==> config.mk <==
export PLATFORM = sky130hd
export DESIGN_NAME = seq_ctrl
export DESIGN_NICKNAME = d
export VERILOG_FILES = /design/src/rtl/seq_ctrl.sv
export SDC_FILE = /design/constraint.sdc
export NUM_CORES = 1
export LEC_CHECK = 0
export ABC_AREA = 1
export BUFFER_PORTS_ARGS = -buffer_cell sky130_fd_sc_hd__buf_2
export CAP_MARGIN = 20
export CORE_ASPECT_RATIO = 0.8
export CORE_MARGIN = 2
export CORE_UTILIZATION = 50
export DETAILED_ROUTE_END_ITERATION = 8
export PLACE_DENSITY = 0.83
export SYNTH_ARGS = -nofsm -noshare
export SYNTH_HDL_FRONTEND = slang
export SYNTH_SLANG_ARGS = --single-unit
==> constraint.sdc <==
create_clock -name clock -period 3.5 [get_ports clock]
set_input_delay 0.525 -clock clock [delete_from_list [all_inputs] [get_ports clock]]
set_output_delay 0.525 -clock clock [all_outputs]
set_load 0.005 [all_outputs]
==> src/rtl/seq_ctrl.sv <==
// AGC instruction sequencer: issue/stall control, branch flush, RUPT entry.
// Define SEQ_RUPT_EN to build interrupt arbitration and the RUPT0/RUPT1 bubble.
module seq_ctrl #(
    parameter int NRUPT  = 10,
    parameter int DV_MCT = 6,
    parameter int MP_MCT = 3
) (
    input  logic             clock,
    input  logic             rst_l,
    input  logic             instr_valid,
    input  logic [2:0]       op_class,
    input  logic             prefix,
    input  logic             inhint,
    input  logic             relint,
    input  logic             resume,
    input  logic [NRUPT-1:0] rupt_req,
    output logic             accept,
    output logic             stall,
    output logic             flush,
    output logic             rupt_take,
    output logic [11:0]      rupt_vec,
    output logic             in_rupt,
    output logic             halted
);

    localparam int CW = 8;

    typedef enum logic [2:0] {
        RUN,
        MULTI,
        RUPT0,
        RUPT1,
        HALT
    } state_t;

    state_t        state;
    state_t        state_nxt;
    logic [CW-1:0] cnt;
    logic [CW-1:0] cnt_nxt;
    logic          prefix_last;
    logic          prefix_last_nxt;
    logic          eligible;
    logic          rupt_go;

    always_ff @(posedge clock) begin
        if (!rst_l) begin
            state       <= RUN;
            cnt         <= '0;
            prefix_last <= 1'b0;
        end else begin
            state       <= state_nxt;
            cnt         <= cnt_nxt;
            prefix_last <= prefix_last_nxt;
        end
    end

    always_comb begin
        state_nxt = state;
        cnt_nxt   = cnt;
        accept    = 1'b0;
        stall     = 1'b0;
        flush     = 1'b0;
        rupt_go   = 1'b0;
        halted    = 1'b0;
        unique case (state)
            RUN: begin
                if (eligible) begin
                    stall     = 1'b1;
                    flush     = 1'b1;
                    rupt_go   = 1'b1;
                    state_nxt = RUPT0;
                end else if (instr_valid) begin
                    accept = 1'b1;
                    unique case (op_class)
                        3'd0: state_nxt = RUN;
                        3'd1: begin
                            cnt_nxt   = '0;
                            state_nxt = MULTI;
                        end
                        3'd2: begin
                            cnt_nxt   = CW'(MP_MCT - 2);
                            state_nxt = MULTI;
                        end
                        3'd3: begin
                            cnt_nxt   = CW'(DV_MCT - 2);
                            state_nxt = MULTI;
                        end
                        3'd4: flush = 1'b1;
                        default: state_nxt = HALT;
                    endcase
                end
            end
            MULTI: begin
                stall = 1'b1;
                if (cnt == '0) begin
                    state_nxt = RUN;
                end else begin
                    cnt_nxt = cnt - 1'b1;
                end
            end
            RUPT0: begin
                stall     = 1'b1;
                state_nxt = RUPT1;
            end
            RUPT1: begin
                stall     = 1'b1;
                state_nxt = RUN;
            end
            HALT: begin
                stall  = 1'b1;
                halted = 1'b1;
            end
            default: state_nxt = RUN;
        endcase
    end

    // A prefix stays "open" until its target is accepted.
    assign prefix_last_nxt = accept ? prefix : prefix_last;

`ifdef SEQ_RUPT_EN
    logic [NRUPT-1:0] pending;
    logic [NRUPT-1:0] clr;
    logic             inhibit;
    logic             in_svc;
    logic [3:0]       idx;

    always_comb begin
        idx = '0;
        for (int i = NRUPT - 1; i >= 0; i--) begin
            if (pending[i]) idx = 4'(i);
        end
    end

    always_comb begin
        clr = '0;
        for (int i = 0; i < NRUPT; i++) begin
            clr[i] = rupt_go && (idx == 4'(i));
        end
    end

    assign eligible = (|pending) && !inhibit && !in_svc && !prefix_last;

    // A request seen on the take cycle survives the clear.
    always_ff @(posedge clock) begin
        if (!rst_l) begin
            pending <= '0;
            inhibit <= 1'b0;
            in_svc  <= 1'b0;
        end else begin
            pending <= (pending & ~clr) | rupt_req;
            if (accept && relint) begin
                inhibit <= 1'b0;
            end else if (accept && inhint) begin
                inhibit <= 1'b1;
            end
            if (rupt_go) begin
                in_svc <= 1'b1;
            end else if (accept && resume) begin
                in_svc <= 1'b0;
            end
        end
    end

    assign rupt_take = rupt_go;
    assign rupt_vec  = rupt_go ? (12'o4000 + 12'({idx, 2'b00})) : 12'd0;
    assign in_rupt   = in_svc;
`else
    logic unused_rupt;

    assign eligible    = 1'b0;
    assign rupt_take   = 1'b0;
    assign rupt_vec    = 12'd0;
    assign in_rupt     = 1'b0;
    assign unused_rupt = ^{rupt_req, inhint, relint, resume, rupt_go};
`endif

endmodule

==> results_dict.tcl <==
set metrics [dict create \
    status "complete, no violations" \
    nFillCells 170 \
    portBuffers 9 \
    grt_use_met1_pct 22.7 \
    synthTopCellsByArea "dfxtp_1 24%, nand2_1 13%, buf_4 12%" \
    cp_data_arrival_time_ps 1230 \
    finalCritPeriodShare_pct 50.1 \
    path_class "register to output pin" \
    std_cell_rows 13 \
    p_leak_nw 0.508 \
    cp_slowest_stage_delay_ps 370 \
    synth_seq_cells 11 \
    clk_pin_slew_ps 70 \
    grt_pass1_vias 720 \
    avgSynthCellArea_um2 6.47 \
    worstPathCellList "nor2_4 > nand2_4 > nor3_1 > buf_2" \
    yosys_most_used_dff "dfxtp_1" \
    n_antenna_cell 0 \
    ys_types 24 \
    drc 0 \
    dp_hpwl_mm 1.40 \
    cts_root_buf "clkbuf_4" \
    seq_area_um2 220 \
    finalClockSkew_ps 0.899 \
    vias 851 \
    clockBufferDepth 2 \
    final-setup-viol-count 0 \
    min_period_ps 1750 \
    ys_seq_area_share_pct 24.1 \
    cp_slowest_cell "dfxtp_1" \
    ir_drop_v 0.000240 \
    drive_gt1_share_pct 17.8 \
    cp_max_fo 4 \
    cts_setup_buffers 0 \
    fmax_ghz 0.571 \
    grtUsageMet2_pct 26.7 \
    overflow 0 \
    top_usage_layer "met2" \
    finalWeightedCongestion 0.867 \
    use_met3_pct 6.43 \
    wl_mm 1.78 \
    fin_setup_tns_ps 0 \
    start_util_pct 54.4 \
    grt.total_usage_pct 18.0 \
    syn2layout_area_growth_pct 3.15 \
    layout_common_cells "31 x nand2_1, 26 x nor2_1, 15 x inv_1, 14 x conb_1, 12 x nand3_1" \
    required_ps 2970 \
    synthArstFlopShare_pct 0 \
    ctsHoldBuffers 0 \
    synth_top_cell_by_area "dfxtp_1" \
    drv_slew 0 \
    hold_path_class "register to register" \
    worstSetupStartpointType "register" \
    final-hold-violation-count 0 \
    synth_area_um2 912 \
    drt_iter0_drc 33 \
    critPathBufInv 1 \
    cts_tree "yes" \
    die_w_um 51.8 \
    maxCapViolCount 0 \
    dieHeight_um 42.2 \
    wl_per_cell_um 10.2 \
    antenna_found_initial 0 \
    via_per_inst 4.89 \
    insertion_delay_ps 280 \
    die_area_um2 2180 \
    core_area_um2 1680 \
    postRouteAntennaNets 0 \
    io_pins 38 \
    grt_max_degree 13 \
    rrSetupSlack_ps 2070 \
    cts_buffers 3 \
    post_cts_resized 0 \
    rsz0062_at_grt "false" \
    drt_pre_antenna_iters 4 \
    clock-sinks 11 \
    grt_pass1_wl_mm 2.89 \
    ys_warn_count 0 \
    power_w 0.000488 \
    synth_edf_count 0 \
    netlist_instances 141 \
    synth_top_area_share_pct 24.1 \
    critical_path.top_delay_family "simple AND/OR/NAND/NOR gates" \
    multi_input_area_um2 554 \
    htreeDepth 1 \
    cp-end-kind "output pin" \
    layout.nets 175 \
    p_per_area_nw_per_um2 519 \
    final_common_cell "nand2_1" \
]
synthesized netlist by cell type (2+ instances only):
master and count:
a21oi_1 3, ha_1 2, nand2_1 31, a21oi_2 2, nand2_4 5, o21ai_0 5
nand2_2 2, dfxtp_1 11, nor2_1 26, nand3_1 12, nor3_1 2, buf_4 14
inv_1 15
routing by layer:
layer  up-vias  routed length [um]
met5         -                   0
met4         0                  63
met3         8                 155
met2        39                 780
met1       376                 781
li1        428                   -
through the flow:
stage	util, %	setup slack, ps	instance area [um^2]	hold slack, ps	cells
2_1_floorplan	-	2100	961	454	154
3_3_place_gp	54.5	1870	913	466	170
3_5_place_dp	54.5	1850	913	476	170
4_1_cts	56.2	1740	941	488	174
5_1_grt	56.2	1680	941	523	174
6_report	56.2	1750	941	486	174
logic make-up (layout without fill, tap and decap cells):
group           after synthesis  after routing  synth area share [%]
fa+ha+maj                     2              2                  2.74
other cells                   1             14                 0.411
xor+xnor                      1              1                 0.960
flops                        11             11                  24.1
compound gates               10             10                  6.31
simple gates                 84             84                  45.0
buf+inv                      32             30                  20.4
worst min-delay path: cells and delay by family, from the launching register on:
kind	cells	cell delay, ps
simple gates	2	140
flops	1	310
where the power goes:
group | internal [W] | total (W) | switching, W
Combinational | 0.0000824 | 0.000230 | 0.000148
Clock | 0.0000425 | 0.0000917 | 0.0000492
Sequential | 0.000145 | 0.000166 | 0.0000216
cell type report:
class | instances | area share [%]
Clock inverter | 1 | 0.532
Sequential cell | 11 | 23.4
Multi-Input combinational cell | 111 | 58.9
Inverter | 17 | 7.05
Timing Repair Buffer | 9 | 4.79
Tap cell | 22 | 2.93
Clock buffer | 3 | 2.39
final timing paths:
check / start / end / depth (start not counted)
worst max-delay path: state[2] / flush / 4
worst min-delay path: cnt[0] / cnt[0] / 2
worst max register to register: cnt[0] / cnt[5] / 9
worst min register to register: cnt[0] / cnt[0] / 2
state kept, by name, indices dropped and copies added (netlist names):
register,flops
cnt,8
state,3
No activity file was read; power rests on OpenSTA's default activity.
